==> src/rtl/fib_port_writer.sv <==
// Writes a framed Fibonacci sequence (BEGIN_SYM, ascending terms, descending terms, END_SYM) to one port.
// Outputs are registered; the first write appears the cycle after start, and stall holds the current write.
module fib_port_writer #(
  parameter logic [29:0] TEST_PORT = 30'h40,
  parameter logic [31:0] BEGIN_SYM = 32'h00000932,
  parameter logic [31:0] END_SYM   = 32'h00000D5D,
  parameter int          NUM_TERMS = 16,
  parameter int          GAP       = 1
) (
  input  logic        clk,
  input  logic        rst,
  input  logic        start,
  input  logic        stall,
  output logic [29:0] addr,
  output logic [31:0] data,
  output logic        wen,
  output logic        busy,
  output logic        done
);

  typedef enum logic [1:0] {S_IDLE, S_WRITE, S_GAP, S_DONE} state_t;

  localparam logic [6:0] LAST_IDX = 7'(2 * NUM_TERMS + 1);
  localparam logic [6:0] ASC_LAST = 7'(NUM_TERMS);
  localparam logic [3:0] GAP_LAST = 4'(GAP - 1);

  state_t      state, state_n;
  logic [6:0]  idx, idx_n;
  logic [31:0] fa, fb, fa_n, fb_n;
  logic [3:0]  gap_cnt, gap_cnt_n;
  logic [29:0] addr_n;
  logic [31:0] data_n;
  logic        wen_n, busy_n, done_n;

  always_ff @(posedge clk) begin
    if (rst) begin
      state   <= S_IDLE;
      idx     <= '0;
      fa      <= '0;
      fb      <= '0;
      gap_cnt <= '0;
      wen     <= 1'b0;
      addr    <= '0;
      data    <= '0;
      busy    <= 1'b0;
      done    <= 1'b0;
    end else begin
      state   <= state_n;
      idx     <= idx_n;
      fa      <= fa_n;
      fb      <= fb_n;
      gap_cnt <= gap_cnt_n;
      wen     <= wen_n;
      addr    <= addr_n;
      data    <= data_n;
      busy    <= busy_n;
      done    <= done_n;
    end
  end

  // fa always holds the term to emit; fb is its partner in the recurrence.
  // Descending steps reuse the final ascending pair, so the peak term repeats.
  always_comb begin
    state_n   = state;
    idx_n     = idx;
    fa_n      = fa;
    fb_n      = fb;
    gap_cnt_n = gap_cnt;
    case (state)
      S_IDLE, S_DONE: begin
        if (start) begin
          state_n   = S_WRITE;
          idx_n     = '0;
          fa_n      = 32'd0;
          fb_n      = 32'd1;
          gap_cnt_n = '0;
        end
      end
      S_WRITE: begin
        if (!stall) begin
          if (idx == LAST_IDX) begin
            state_n = S_DONE;
          end else begin
            state_n   = S_GAP;
            gap_cnt_n = '0;
            idx_n     = idx + 7'd1;
          end
          if (idx >= 7'd1 && idx < ASC_LAST) begin
            fa_n = fb;
            fb_n = fa + fb;
          end else if (idx > ASC_LAST && idx < LAST_IDX - 7'd1) begin
            fa_n = fb - fa;
            fb_n = fa;
          end
        end
      end
      S_GAP: begin
        if (gap_cnt == GAP_LAST) begin
          state_n = S_WRITE;
        end else begin
          gap_cnt_n = gap_cnt + 4'd1;
        end
      end
      default: state_n = S_IDLE;
    endcase
  end

  always_comb begin
    wen_n  = 1'b0;
    addr_n = '0;
    data_n = '0;
    busy_n = (state_n == S_WRITE) || (state_n == S_GAP);
    done_n = (state_n == S_DONE);
    if (state_n == S_WRITE) begin
      wen_n  = 1'b1;
      addr_n = TEST_PORT;
      if (idx_n == 7'd0)
        data_n = BEGIN_SYM;
      else if (idx_n == LAST_IDX)
        data_n = END_SYM;
      else
        data_n = fa_n;
    end
  end

endmodule

==> config.mk <==
export PLATFORM = sky130hd
export DESIGN_NAME = fib_port_writer
export DESIGN_NICKNAME = d
export VERILOG_FILES = /design/src/rtl/fib_port_writer.sv
export SDC_FILE = /design/constraint.sdc
export NUM_CORES = 1
export LEC_CHECK = 0
export CAP_MARGIN = 25
export CORE_UTILIZATION = 35
export DETAILED_ROUTE_END_ITERATION = 6
export GPL_TIMING_DRIVEN = 1
export MAX_ROUTING_LAYER = met4
export PLACE_DENSITY = 0.52
export SYNTH_ARGS = -nofsm -noshare
export SYNTH_HDL_FRONTEND = slang
export SYNTH_SLANG_ARGS = --single-unit
==> constraint.sdc <==
create_clock -name clk -period 2.49 [get_ports clk]
set_input_delay 0.249 -clock clk [delete_from_list [all_inputs] [get_ports clk]]
set_output_delay 0.249 -clock clk [all_outputs]
set_load 0.02 [all_outputs]
==> summary.md, run 1 <==
| Metric | Value |
|---|---|
| Reg clk slew, reported paths | `~90 ps` |
| CP Capture Type | `flop` |
| Async SR Flop Fraction | `0%` |
| Avg Cell Area, Syn | `around 7.6 µm²` |
| CP required | `~2700 ps` |
| Main synth FF type | `dfxtp_1` |
| Total wire length | `33,800 µm` |
| Area of the multi-input gates | `approximately 7200 µm²` |
| Worst R2R Setup Slack | `-310 ps` |
| Die ar. | `25,100 µm²` |
| Period utilisation layout | `113%` |
| Wire per inst | `roughly 19 µm` |
| Global Route met2 Usage | `44.1%` |
| Final #Nets | `roughly 1,500` |
| Most frequent cells in the layout | `306 x buf_4, 108 x nor2_1, 89 x dfxtp_1` |
| Hold Slack | `between 200 and 250 ps` |
| Setup crit start kind | `flop` |
| Slowest CP cell | `dfxtp_4` |
| Status | `finished, violations left` |
| 1st-iter DRT viols | `~600` |
| Critical path type | `flop to flop` |
| Worst Hold Class | `primary input to flop` |
| Die height | `about 160 µm` |
| Synth Register Bits | `approximately 110` |
| Num ports | `69` |
| Library cells used by synthesis | `84` |
| Routed vias | `about 9,700` |
| Pins Over Slew Limit | `0` |
| Via-per-instance ratio | `about 5.5` |
| CP delay by family, top | `compound AO/OA/AOI/OAI gates` |
| CP max stage delay | `390 ps` |
| Reg2reg start | `fb[0]$_SDFFE_PP0P_` |
| Post-route ant nets | `0` |
| Layout cells sized above 1 | `between 40% and 50%` |
| PwrDens | `379 nW/µm²` |
| Number of synthesized flops with an enable pin | `0` |
| Register cell area after layout | `between 2000 and 2500 µm²` |
| Worst-margin pin slew | `roughly 630 ps` |
| Placed cells | `1,713` |
| Critical Path Start | `fb[0]$_SDFFE_PP0P_` |
| GRT met3 Usage | `approximately 3.3%` |
| RSZ-0062 raised after global routing | `yes` |
| Clk_lat worst skew | `approximately 370 ps` |
| GRT Max-Usage Layer | `met2` |
| Final instance count without filler cells | `approximately 1,800` |
| Yosys warns | `0` |
| CTS tree | `yes` |
| Met1 Usage GRT | `33.7%` |
| Row count | `56` |
| Hold_sp | `rst` |
| Ant. Diodes | `0` |
| Slew Limit Headroom | `around 58%` |
| Clk buf depth | `2` |
| Setup Skew | `11.4 ps` |
| Worst VDD drop | `about 0.00032 V` |
| DR pass1 iterations | `5` |
| Final WS setup | `-314 ps` |
| First-pass GRT wire length | `50,200 µm` |
| Clk sinks | `112` |
| DIE WIDTH | `about 160 µm` |
| P&R area growth vs syn | `59.5%` |
| Num CTS Buffers | `9` |
| DP HPWL | `around 24,000 µm` |
| Final setup fails | `64` |
| Leak pwr | `approximately 5.9 nW` |
| H-tree depth | `3` |
| Initial Util | `approximately 36%` |
| Worst path arrival time | `a little over 3000 ps` |
| Synth Instances | `about 1,100` |
| Placer Congestion | `0.982` |
| PortBufs | `39` |
| Initial antenna violation count | `0` |
| Overall routing resource usage | `27.2%` |
| Min Tclk post-route | `2800 ps` |
| Cell breakdown of the critical path | `inv_4 -> ha_4 -> fa_2 -> nand2b_4 -> a21oi_4 -> o21a_1 -> o21a_1 -> o211ai_1 -> a21oi_2 -> buf_4 -> a311oi_2 -> a211oi_2 -> nor2_1` |
| CP bufs+invs | `2` |
| Final Hold Fails | `0` |
| CP most frequent cell | `o21a_1` |
| Total grt overflow | `0` |
| Most common cell after layout, fill and taps aside | `buf_4` |
| # hold bufs at CTS | `0` |
| Fmax | `around 0.36 GHz` |
| DRC | `0` |
| Failing checks | `setup timing` |
| Vias in the first global route | `approximately 9,200` |
| Pin count of the biggest net entering global routing | `47` |
| Worst-path fanout max | `3` |
| Max Cap Viol | `0` |
| Seq/Total Area, Yosys | `26.1%` |
| Core Area | `approximately 24,000 µm²` |
| Fillers | `roughly 2,100` |
| Syn Std Cell Area | `8580 µm²` |
| CTS Root Cell | `clkbuf_16` |
[routing by layer]
layer / share of wire (%) / routed length [µm] / vias up
met1: 44 / 14700 / 4673
met4: 4.3 / 1450 / 0
met5: 0 / 0 / -
met3: 5.1 / 1730 / 98
li1: - / - / 4650
met2: 47 / 15900 / 317
[stage by stage]
stage | setup slack (ps) | power [mW] | cell area (µm²) | util (%) | setup TNS (ps)
floorplan | -74.3 | 2.64 | 8760 | - | -352
global placement | -497 | 3.21 | 11300 | 47.5 | -19750
detailed placement | -499 | 3.22 | 11300 | 47.5 | -20960
CTS | -265 | 4.97 | 12700 | 53.3 | -9330
global route | -474 | 5.39 | 13700 | 57.6 | -18810
finish | -314 | 5.18 | 13700 | 57.6 | -10110
[report_power, final]
group	internal (mW)	total, mW	switching [mW]
registers	1.83	1.86	0.0242
logic	0.769	1.79	1.02
clock network	0.719	1.54	0.820
[logic make-up (layout without fill, tap and decap cells)]
| group | Yosys count | after routing | share of synthesized area, % |
|---|---|---|---|
| buf+inv | 165 | 480 | 8.93 |
| other cells | 1 | 29 | 0.0437 |
| compound gates | 368 | 369 | 28.7 |
| xor+xnor | 45 | 45 | 4.60 |
| flops | 112 | 112 | 26.1 |
| simple gates | 345 | 346 | 19.2 |
| fa+ha+maj | 74 | 74 | 11.0 |
| mux | 12 | 12 | 1.42 |
[state kept, by name, indices dropped and copies added (netlist names)]
| signal | cells |
|---|---|
| busy | 1 |
| done | 1 |
| fa | 32 |
| idx | 7 |
| state | 2 |
| gap_cnt | 4 |
| data | 32 |
| fb | 32 |
| addr | 1 |
[path summary, 6_finish.rpt]
check | to | cells after the start
max | fa[30]$_SDFF_PP0_ | 13
min reg2reg | fb[26]$_SDFFE_PP0P_ | 2
min | fa[4]$_SDFF_PP0_ | 2
max reg2reg | fa[30]$_SDFF_PP0_ | 13
[cell usage after synthesis (all sizes together), types with 7 or more instances]
cell | count | area (µm²)
nor2 | 126 | 473
a21oi | 117 | 589
dfxtp | 112 | 2240
nand2 | 82 | 308
ha | 72 | 901
inv | 72 | 270
o21ai | 64 | 320
buf | 48 | 327
clkbuf | 42 | 158
xnor2 | 37 | 324
nor3 | 36 | 180
nor2b | 22 | 138
a21o | 17 | 128
a211oi | 15 | 113
a22oi | 15 | 113
nand3 | 14 | 75.1
o21bai | 14 | 105
a221oi | 12 | 111
nand2b | 12 | 75.1
mux2i | 11 | 110
a22o | 10 | 87.6
o211ai | 10 | 75.1
o31ai | 10 | 80.1
a31oi | 9 | 56.3
nand4 | 9 | 56.3
o21a | 9 | 67.6
o22ai | 9 | 62.6
a211o | 8 | 70.1
xor2 | 8 | 70.1
a222oi | 7 | 70.1
and3 | 7 | 43.8
[what timing repair did]
action	in CTS	in global routing
pin swaps	89	118
buffers inserted	26	34
gates resized for setup	194	183
cloned	2	2
setup endpoints to repair	85	87
[final cells by class]
class                      count  area share [%]
multi-input combinational    875            52.5
clock inverter                 7           0.530
timing repair buffer         389            23.6
tap                          319            2.92
inverter                      75            2.14
sequential                   112            16.7
clock buffer                   9            1.65
(Power assumes the default switching activity.)
==> run 2: changes to the inputs <==
- ABC_AREA: not set -> 1
- CORE_ASPECT_RATIO: not set -> 2
==> run 2 against run 1 <==
  * The run now ends clean
  * Via count increased by 18%
  * Maximum frequency increased by 18%
  * Register-to-register slack improved by 430 ps
  * Critical endpoint is now data[14]$_SDFF_PP0_
  * Highest routed layer unchanged
==> summary.md, run 2 <==
| Metric | Value |
|---|---|
| Setup crit start kind | `flop` |
| Library cells used by synthesis | `49 (-42%)` |
| DR pass1 iterations | `5 (unchanged)` |
| DIE WIDTH | `120 µm (-24%)` |
| Slew Limit Headroom | `35.2% (-23 points)` |
| Core Area | `27,400 µm² (+16%)` |
| Ant. Diodes | `0 (unchanged)` |
| Place WS | `-150 ps (+348 ps)` |
| Final #Nets | `1,959 (+27%)` |
| Clk_lat worst skew | `400 ps (+30 ps)` |
| Setup TNS | `0 ps (+10,110 ps)` |
| Final Hold Fails | `0 (unchanged)` |
| Via-per-instance ratio | `5.14 (-5.6%)` |
| Initial antenna violation count | `0 (unchanged)` |
| Die height | `238 µm (+50%)` |
| Top-area cell type share of the netlist area | `23.0% (-3.2 points)` |
| Worst VDD drop | `0.000757 V (+140%)` |
| Commonest cells in the netlist | `441 x nand2_1, 210 x inv_1, 190 x a21oi_1, 167 x nor2_1` |
| Number of synthesized flops with an enable pin | `0 (unchanged)` |
| Largest area contributor in the netlist | `dfxtp_1` |
| Pwr Total | `7.40 mW (+43%)` |
| Placer Congestion | `1.03 (+5.1%)` |
| Period utilisation layout | `95.4% (-17 points)` |
| Worst Hold Class | `primary input to flop` |
| Worst-margin pin slew | `972 ps (+343 ps)` |
| Worst-path fanout max | `6 (+3)` |
| Worst path arrival time | `2690 ps (-350 ps)` |
| DRC | `0 (unchanged)` |
| PortBufs | `39 (unchanged)` |
| Overall routing resource usage | `32.0% (+4.9 points)` |
| CP required | `2800 ps (+70 ps)` |
| Combinational power share | `50.1% (+16 points)` |
| Pin count of the biggest net entering global routing | `75 (+60%)` |
| Layout cells sized above 1 | `23.8% (-18 points)` |
| Main synth FF type | `dfxtp_1` |
| Most frequent cells in the layout | `422 x nand2_1, 269 x buf_4, 207 x inv_1` |
| Synth Instances | `1,614 (+44%)` |
| Top-count cell post-synth | `nand2_1` |
| Synth Register Bits | `112 (unchanged)` |
| Vias in the first global route | `11,906 (+29%)` |
| Leak pwr | `6.42 nW (+8.1%)` |
| Fmax | `0.421 GHz (+18%)` |
| Wire per inst | `19.6 µm (+3.8%)` |
| Synth area leaders | `dfxtp_1 23%, nand2_1 17%, a21oi_1 9.7%` |
| Hold Slack | `277 ps (+47.3 ps)` |
| Critical path type | `flop to flop` |
| 1st-iter DRT viols | `538 (-10%)` |
| Clk sinks | `112 (unchanged)` |
| Post-route ant nets | `0 (unchanged)` |
| Switching share of power | `44.0% (+8.0 points)` |
| Avg Cell Area, Syn | `6.05 µm² (-21%)` |
| Routed vias | `11,514 (+18%)` |
| Total grt overflow | `0 (unchanged)` |
| DP HPWL | `36,000 µm (+52%)` |
| CTS Root Cell | `clkbuf_16` |
| Initial Util | `35.6% (-0.53 points)` |
| P&R area growth vs syn | `34.4%` |
| Min Tclk post-route | `2380 ps (-429 ps)` |
| Final setup fails | `0 (-100%)` |
| Num ports | `69 (unchanged)` |
| Clk buf depth | `2 (unchanged)` |
| Reg clk slew, reported paths | `80 ps (about the same)` |
| Clock group share of total power | `23.6% (-6.1 points)` |
| Row count | `86 (+54%)` |
| First-pass GRT wire length | `65,100 µm (+30%)` |
| Status | `complete, no violations` |
| Reg power frac | `26.4% (-9.4 points)` |
| Largest registers | `data x32, fa x32, fb x32` |
| CTS tree | `yes` |
| Total wire length | `44,000 µm (+30%)` |
| Syn Std Cell Area | `9760 µm² (+14%)` |
| Internal Power | `4.14 mW (+25%)` |
| Most common cell after layout, fill and taps aside | `nand2_1` |
| Setup Skew | `11.6 ps (+0.190 ps)` |
| H-tree depth | `3 (unchanged)` |
| Async SR Flop Fraction | `0% (unchanged)` |
| # hold bufs at CTS | `0 (unchanged)` |
| PwrDens | `564 nW/µm² (+49%)` |
| Die ar. | `28,600 µm² (+14%)` |
| Seq/Total Area, Yosys | `23.0% (-3.2 points)` |
| Pins Over Slew Limit | `0 (unchanged)` |
| CP Capture Type | `flop` |
| NetSw | `3.25 mW (+75%)` |
| Final WS setup | `115 ps (+429 ps)` |
| Max Cap Viol | `0 (unchanged)` |
| Yosys warns | `0 (unchanged)` |
| Num CTS Buffers | `9 (unchanged)` |
run 2: changes by cell type after synthesis, moves of 12 or more:
cell and change:
nand2_1 +359, inv_1 +139, nand3_1 +99, a21oi_1 +74, nor2_1 +41, xnor2_1 -37
nor2b_1 -22, nor3_1 -20, clkbuf_1 -19, a21o_1 -16, a21oi_2 +13, nand2b_1 -12
run 2: path summary, 6_finish.rpt:
check | start | endpoint | slack [ps] | depth (start not counted)
worst min-delay path | rst | fb[1]$_SDFFE_PP0P_ | 280 | 4
worst max-delay path | state[0]$_SDFF_PP0_ | data[14]$_SDFF_PP0_ | 110 | 15
worst min register to register | gap_cnt[1]$_SDFFE_PP0P_ | gap_cnt[1]$_SDFFE_PP0P_ | 510 | 2
worst max register to register | state[0]$_SDFF_PP0_ | data[14]$_SDFF_PP0_ | 110 | 15
run 2: power groups by stage:
stage / clock network, mW / registers, mW / logic (mW)
floorplan: 0 / 2.02 / 1.92
global placement: 0 / 1.99 / 3.40
detailed placement: 0 / 1.99 / 3.41
CTS: 1.79 / 1.95 / 3.45
global route: 1.84 / 1.96 / 4.03
finish: 1.74 / 1.95 / 3.70
run 2: cell type report:
cell class,instances,area [µm²]
well taps,352,440
fillers,2984,14300
clock inverters,7,115
inverters,220,831
flip-flops and latches,112,2250
repair buffers,315,2540
multi-input cells,1223,6720
clock buffers,9,225
run 2: cell families (layout without fill, tap and decap cells):
logic type,count (synthesis),count (layout),share of synthesized area (%)
AOI/OAI and AO/OA,325,325,19.0
other,1,29,0.0384
buffers and inverters,307,551,13.8
DFF,112,112,23.0
xor gates and xnor gates,13,13,1.17
and+or+nand+nor,782,782,33.4
adders and majority gates,74,74,9.64
run 2: per-stage QoR:
step,utilization [%],instance area (µm²),cells
final,47.8,13100,2238
after floorplan,-,9870,1642
after global routing,47.8,13100,2238
after global placement,44.6,12200,2214
after detailed placement,44.6,12200,2214
after CTS,46.1,12700,2230
run 2: metal layers:
metal  vias up  wire length [µm]  track usage, %
li1       5681                 -               -
met1      5248             13100            24.0
met2       357             24000            60.0
met3       228              1280            4.35
met4         0              5560            35.7
met5         -                 0               -
run 2: worst max-delay path, cell delays in order (launching register included):
cell	delay, ps
dfxtp_1	340
inv_1	90
ha_4	290
inv_1	50
nor2_2	190
nor2_4	90
inv_2	130
nand2_1	70
nand2_1	130
nor2_4	70
nand2_1	60
nor2_1	50
nand2_2	140
nand3_4	200
buf_12	210
nor2_2	170
run 2: what timing repair did:
action | CTS | global route
pin swaps | 0 | 15
setup buffers | 0 | 7
setup endpoints to repair | 25 | 73
gates resized for setup | 24 | 107
gates cloned | 0 | 1
